### src/rtl/qcs_gpio_pkg.sv
`default_nettype none
// ============================================================================
// Module  : qcs_gpio_pkg
// Purpose : Shared types and constants for the GPIO UVC and its driver engine.
//           Holds the driver command opcode and FSM state encodings, the
//           default delay-field width, and the UVC-wide maximum line count.
// Revision: 1.0 - initial release
// ============================================================================
package qcs_gpio_pkg;

  localparam int QCS_GPIO_UVC_MAX_WIDTH = 32;
  localparam int QCS_GPIO_DRV_DLY_W     = 16;

  typedef enum logic [1:0] {
    GPIO_DRV_WRITE = 2'd0,
    GPIO_DRV_SET   = 2'd1,
    GPIO_DRV_CLEAR = 2'd2,
    GPIO_DRV_PULSE = 2'd3
  } gpio_drv_op_e;

  typedef enum logic [1:0] {
    GPIO_DRV_IDLE  = 2'd0,
    GPIO_DRV_WAIT  = 2'd1,
    GPIO_DRV_APPLY = 2'd2,
    GPIO_DRV_HOLD  = 2'd3
  } gpio_drv_state_e;

endpackage : qcs_gpio_pkg
`default_nettype wire

### src/rtl/qcs_gpio_drv_timer.sv
`default_nettype none
// ============================================================================
// Module  : qcs_gpio_drv_timer
// Purpose : DLY_W-bit down-counter shared by the delay and pulse-hold phases.
// Ports   : clk, rst_n      - clock, synchronous active-low reset
//           load, load_val  - load the counter with load_val
//           expire          - count is 1 (last cycle of the interval), or a
//                             load of 1 is being presented
// Revision: 1.0 - initial release
// ============================================================================
module qcs_gpio_drv_timer #(
  parameter int DLY_W = 16
) (
  input  logic             clk,
  input  logic             rst_n,
  input  logic             load,
  input  logic [DLY_W-1:0] load_val,
  output logic             expire
);

  logic [DLY_W-1:0] r_cnt;

  // Counter parks at zero once spent, so it can never wrap.
  always_ff @(posedge clk) begin
    if (!rst_n) begin
      r_cnt <= '0;
    end else if (load) begin
      r_cnt <= load_val;
    end else if (r_cnt != '0) begin
      r_cnt <= r_cnt - DLY_W'(1);
    end
  end

  assign expire = (r_cnt == DLY_W'(1)) || (load && (load_val == DLY_W'(1)));

endmodule : qcs_gpio_drv_timer
`default_nettype wire

### src/rtl/qcs_gpio_drv.sv
`default_nettype none
// ============================================================================
// Module  : qcs_gpio_drv
// Purpose : GPIO driver engine. Accepts masked WRITE/SET/CLEAR/PULSE commands
//           over valid/ready, applies them to the registered gpio output after
//           a programmable delay, and returns a one-cycle response carrying
//           the pin state captured at command acceptance.
// Ports   : clk, rst_n                 - clock, synchronous active-low reset
//           cmd_valid / cmd_ready      - command handshake
//           cmd_op/mask/data/delay/len - command payload
//           gpio                       - driven pins (registered)
//           rsp_valid / rsp_prev       - completion pulse, pre-command pins
//           busy                       - command in flight
// Revision: 1.0 - initial release
// ============================================================================
module qcs_gpio_drv
  import qcs_gpio_pkg::*;
#(
  parameter int               WIDTH     = 8,
  parameter int               DLY_W     = QCS_GPIO_DRV_DLY_W,
  parameter logic [WIDTH-1:0] RESET_VAL = '0
) (
  input  logic               clk,
  input  logic               rst_n,
  input  logic               cmd_valid,
  output logic               cmd_ready,
  input  gpio_drv_op_e       cmd_op,
  input  logic [WIDTH-1:0]   cmd_mask,
  input  logic [WIDTH-1:0]   cmd_data,
  input  logic [DLY_W-1:0]   cmd_delay,
  input  logic [DLY_W-1:0]   cmd_len,
  output logic [WIDTH-1:0]   gpio,
  output logic               rsp_valid,
  output logic [WIDTH-1:0]   rsp_prev,
  output logic               busy
);

  generate
    if (WIDTH > QCS_GPIO_UVC_MAX_WIDTH) begin : g_width_check
      $fatal(1, "qcs_gpio_drv: WIDTH exceeds QCS_GPIO_UVC_MAX_WIDTH");
    end
  endgenerate

  gpio_drv_state_e  r_state;
  gpio_drv_op_e     r_op;
  logic [WIDTH-1:0] r_mask;
  logic [WIDTH-1:0] r_data;
  logic [WIDTH-1:0] r_prev;
  logic [DLY_W-1:0] r_len;
  logic [WIDTH-1:0] r_gpio;
  logic             r_ready;
  logic             r_busy;
  logic             r_rsp_valid;
  logic [WIDTH-1:0] r_rsp_prev;

  logic             w_accept;
  logic             w_tmr_load;
  logic [DLY_W-1:0] w_tmr_val;
  logic             w_expire;

  assign w_accept = cmd_valid && r_ready && (r_state == GPIO_DRV_IDLE);

  // One timer serves both phases: the delay is loaded at acceptance, the
  // pulse length (0 promoted to 1) at the APPLY edge of a PULSE.
  assign w_tmr_load = (w_accept && (cmd_delay != '0)) ||
                      ((r_state == GPIO_DRV_APPLY) && (r_op == GPIO_DRV_PULSE));
  assign w_tmr_val  = (r_state == GPIO_DRV_IDLE) ? cmd_delay :
                      ((r_len == '0) ? DLY_W'(1) : r_len);

  qcs_gpio_drv_timer #(
    .DLY_W (DLY_W)
  ) u_timer (
    .clk      (clk),
    .rst_n    (rst_n),
    .load     (w_tmr_load),
    .load_val (w_tmr_val),
    .expire   (w_expire)
  );

  always_ff @(posedge clk) begin
    if (!rst_n) begin
      r_state     <= GPIO_DRV_IDLE;
      r_op        <= GPIO_DRV_WRITE;
      r_mask      <= '0;
      r_data      <= '0;
      r_prev      <= '0;
      r_len       <= '0;
      r_gpio      <= RESET_VAL;
      r_ready     <= 1'b0;
      r_busy      <= 1'b0;
      r_rsp_valid <= 1'b0;
      r_rsp_prev  <= '0;
    end else begin
      r_rsp_valid <= 1'b0;
      case (r_state)
        GPIO_DRV_IDLE: begin
          r_ready <= 1'b1;
          r_busy  <= 1'b0;
          if (w_accept) begin
            r_op    <= cmd_op;
            r_mask  <= cmd_mask;
            r_data  <= cmd_data;
            r_len   <= cmd_len;
            r_prev  <= r_gpio;
            r_ready <= 1'b0;
            r_busy  <= 1'b1;
            r_state <= (cmd_delay == '0) ? GPIO_DRV_APPLY : GPIO_DRV_WAIT;
          end
        end
        GPIO_DRV_WAIT: begin
          if (w_expire) begin
            r_state <= GPIO_DRV_APPLY;
          end
        end
        GPIO_DRV_APPLY: begin
          if (r_op == GPIO_DRV_PULSE) begin
            r_gpio  <= r_gpio | r_mask;
            r_state <= GPIO_DRV_HOLD;
          end else begin
            case (r_op)
              GPIO_DRV_WRITE: r_gpio <= (r_gpio & ~r_mask) | (r_data & r_mask);
              GPIO_DRV_SET:   r_gpio <= r_gpio | r_mask;
              default:        r_gpio <= r_gpio & ~r_mask;
            endcase
            r_rsp_valid <= 1'b1;
            r_rsp_prev  <= r_prev;
            r_ready     <= 1'b1;
            r_busy      <= 1'b0;
            r_state     <= GPIO_DRV_IDLE;
          end
        end
        default: begin
          // HOLD: restore masked bits from the captured pre-command state,
          // so bits that were already 1 stay 1.
          if (w_expire) begin
            r_gpio      <= (r_gpio & ~r_mask) | (r_prev & r_mask);
            r_rsp_valid <= 1'b1;
            r_rsp_prev  <= r_prev;
            r_ready     <= 1'b1;
            r_busy      <= 1'b0;
            r_state     <= GPIO_DRV_IDLE;
          end
        end
      endcase
    end
  end

  assign cmd_ready = r_ready;
  assign busy      = r_busy;
  assign gpio      = r_gpio;
  assign rsp_valid = r_rsp_valid;
  assign rsp_prev  = r_rsp_prev;

endmodule : qcs_gpio_drv
`default_nettype wire

### config.mk
export PLATFORM = sky130hd
export DESIGN_NAME = qcs_gpio_drv
export DESIGN_NICKNAME = d
export VERILOG_FILES = /design/src/rtl/qcs_gpio_pkg.sv /design/src/rtl/qcs_gpio_drv_timer.sv /design/src/rtl/qcs_gpio_drv.sv
export SDC_FILE = /design/constraint.sdc
export NUM_CORES = 1
export LEC_CHECK = 0
export ABC_AREA = 1
export BUFFER_PORTS_ARGS = -buffer_cell sky130_fd_sc_hd__buf_2
export CAP_MARGIN = 25
export CELL_PAD_IN_SITES_DETAIL_PLACEMENT = 0
export CELL_PAD_IN_SITES_GLOBAL_PLACEMENT = 1
export CORE_ASPECT_RATIO = 1.5
export CORE_MARGIN = 1
export CORE_UTILIZATION = 39
export CTS_CLUSTER_DIAMETER = 60
export DETAILED_ROUTE_END_ITERATION = 10
export PLACE_DENSITY = 0.83
export SLEW_MARGIN = 10
export SYNTH_ARGS = -nofsm -noshare
export SYNTH_HDL_FRONTEND = slang
export SYNTH_SLANG_ARGS = --single-unit
### constraint.sdc
create_clock -name clk -period 2.5 [get_ports clk]
set_input_delay 0.625 -clock clk [delete_from_list [all_inputs] [get_ports clk]]
set_output_delay 0.625 -clock clk [all_outputs]
set_load 0.03 [all_outputs]
==> flow_summary.yaml <==
route:
  wirelength_mm: 11.03
  vias: 3911
  route.antenna.remaining_nets: 0
  first_iter_violations: 166
  drc: 0
  first_pass_iters: 4
  wl_per_cell_um: 14.57
  via_per_inst: 5.166
cells_and_area:
  fillers: 1028
  layout.nets: 692
  final_common_cell: "nor2_1"
  multi_input_comb_area_um2: 1977
  mostFrequentLayoutCells: "nor2_1, nand2_1, dfxtp_1"
  drive_gt1_frac: 0.1947
  register_area_um2: 1582
  diodes: 0
  syn_to_final_growth_pct: 19.54
  final_area_um2: 4638
yosys:
  synth_cells: 568
  synth.net_count: 623
  synth_fa_ha_area_frac: 0.006450
  syn_area_um2: 3880
  synth-seq-cells: 79
  synthMuxAreaShare: 0
  ys_types: 36
  synth-xor-area-share: 0.02032
  synth_top_family_by_area: "simple AND/OR/NAND/NOR gates"
  synth-simple-area-share: 0.3067
  synth_compound_gate_area_share: 0.1761
  avgSynthCellArea_um2: 6.831
  yosysSeqAreaShare: 0.4076
  synth_warnings: 0
job:
  drv_cap: 0
global_routing:
  grt_use_total: 0.2234
  grt_pass1_vias: 3870
  grt_pass1_wl_mm: 17.94
  grt_max_degree: 39
  overflow: 0
  antenna_found_initial: 0
clocking:
  path_clk_slew_ps: 60
  cts_setup_buffers: 0
  cts_hold_buf: 0
  numClockSinks: 79
  cts_tree: "built"
  clk_latency_ps: 330
  htreeDepth: 3
  cts_resized: 0
  cts_root_buffer: "clkbuf_16"
  numCtsBuffers: 9
  clockBufferDepth: 2
place:
  placed_area_um2: 4347
  place_congestion: 0.8664
  dp_hpwl_mm: 8.091
  io_buffers: 71
  preCtsSetupSlack_ps: 296.7
sta:
  max_slew.worst_pin.slew_ps: 852.0
  slew_viol_final: 0
  setup_viol: 0
  final.setup_skew_ps: 8.807
  setup_ws_ps: 365.9
  setup-tns-final_ps: 0
  rsz0062_at_grt: "no"
  finalCriticalPeriod_ps: 2134
  report.final.hold_viol_count: 0
  finalCritPeriodShare: 0.8537
  relSlewSlack: 0.4314
  fmax_ghz: 0.4686
floorplanning:
  initial_core_util: 0.4004
  coreArea_um2: 9689
  die_h_um: 124.2
  die_w_um: 83.44
  num_rows: 44
  dieArea_um2: 10360
  num_io_pins: 72
critical_path:
  r2r_cells: 13
  crit_required_ps: 2780
  critPathKind: "reg2reg"
  end_kind: "flop"
  cp_max_fo: 14
  cp-start-kind: "flop"
  regToRegSetupSlack_ps: 370
  cp.arrival_ps: 2410
  timing.rr.start: "r_state[0]"
worst_hold_path:
  min_path_cells: 2
  holdPathEnd: "r_data[1]"
  hp-start: "r_data[1]"
  min_path_type: "reg2reg"
power:
  p_per_area_nw_per_um2: 961.1
  p_leak_nw: 2.046
  peakVddDrop_mv: 0.5533
outcome:
  status: "finished clean"
==> power by group <==
group	internal (W)	switching (W)	total, W
Sequential	0.00149	0.000178	0.00167
Combinational	0.000559	0.000939	0.00150
Clock	0.000774	0.000519	0.00129
==> metrics by stage <==
step / hold WS, ps / total power [W] / instances / util
6_report: 453.3 / 0.004458 / 757 / 0.4787
2_1_floorplan: 430.2 / 0.002778 / 568 / -
4_1_cts: 456.7 / 0.004493 / 757 / 0.4787
3_5_place_dp: 448.2 / 0.003185 / 741 / 0.4486
3_3_place_gp: 447.1 / 0.003168 / 741 / 0.4486
5_1_grt: 484.4 / 0.004778 / 757 / 0.4787
==> cell type report <==
cell class | count | area share
clock inverter | 5 | 0.01268
timing repair buffer | 86 | 0.1009
multi-input combinational | 414 | 0.4262
clock buffer | 11 | 0.05018
tap | 115 | 0.03102
inverter | 47 | 0.03804
sequential | 79 | 0.3410
==> worst max-delay path by stage <==
stage                  startpoint           to  slack (ps)
floorplan           cmd_delay[11]  rsp_prev[0]         600
global placement    cmd_delay[13]         flop         310
detailed placement  cmd_delay[13]         flop         300
CTS                    r_state[0]         flop         350
global route           r_state[0]         flop          90
finish                 r_state[0]         flop         370
==> Yosys cell counts, drive strengths merged <==
| cell | number | area share |
|---|---|---|
| a21oi | 46 | 0.063 |
| a22oi | 3 | 0.0058 |
| a311oi | 5 | 0.011 |
| a31oi | 6 | 0.0097 |
| a32oi | 3 | 0.0068 |
| buf | 10 | 0.020 |
| clkbuf | 18 | 0.017 |
| clkinv | 2 | 0.0019 |
| dfxtp | 79 | 0.41 |
| ha | 2 | 0.0064 |
| inv | 45 | 0.044 |
| nand2 | 114 | 0.12 |
| nand3 | 26 | 0.035 |
| nand4 | 10 | 0.016 |
| nor2 | 117 | 0.12 |
| nor3 | 4 | 0.0052 |
| nor3b | 1 | 0.0019 |
| o211ai | 3 | 0.0058 |
| o21ai | 52 | 0.067 |
| o221a | 1 | 0.0029 |
| o22ai | 1 | 0.0016 |
| o31ai | 1 | 0.0019 |
| or2 | 10 | 0.016 |
| xnor2 | 2 | 0.0045 |
| xor2 | 7 | 0.016 |
==> routing by layer <==
metal  global-route usage  vias to the layer above  share of wire
met3              0.03711                       27          0.035
met2               0.4211                       82           0.52
li1                     -                     1989              -
met5                    0                        -              0
met1               0.2376                     1813           0.40
met4               0.1229                        0          0.040
==> worst max-delay path, cell delays in order (launching register included) <==
cell     delay (ps)
dfxtp_1         360
nor2_4          130
buf_4           230
nor2_1           70
a21oi_2         140
nand2_1          90
nor3_1          230
nand3_1         140
nand3_2         210
buf_4           190
nand3_1          70
nand2_1          80
inv_1            50
nor2_1           90
==> logic make-up after synthesis <==
kind of cell               count (synthesis)
and+or+nand+nor                          282
xor gates and xnor gates                   9
DFF                                       79
buffers and inverters                     75
adders and majority gates                  2
AOI/OAI and AO/OA                        121
Power figures use the tool's default switching activity.
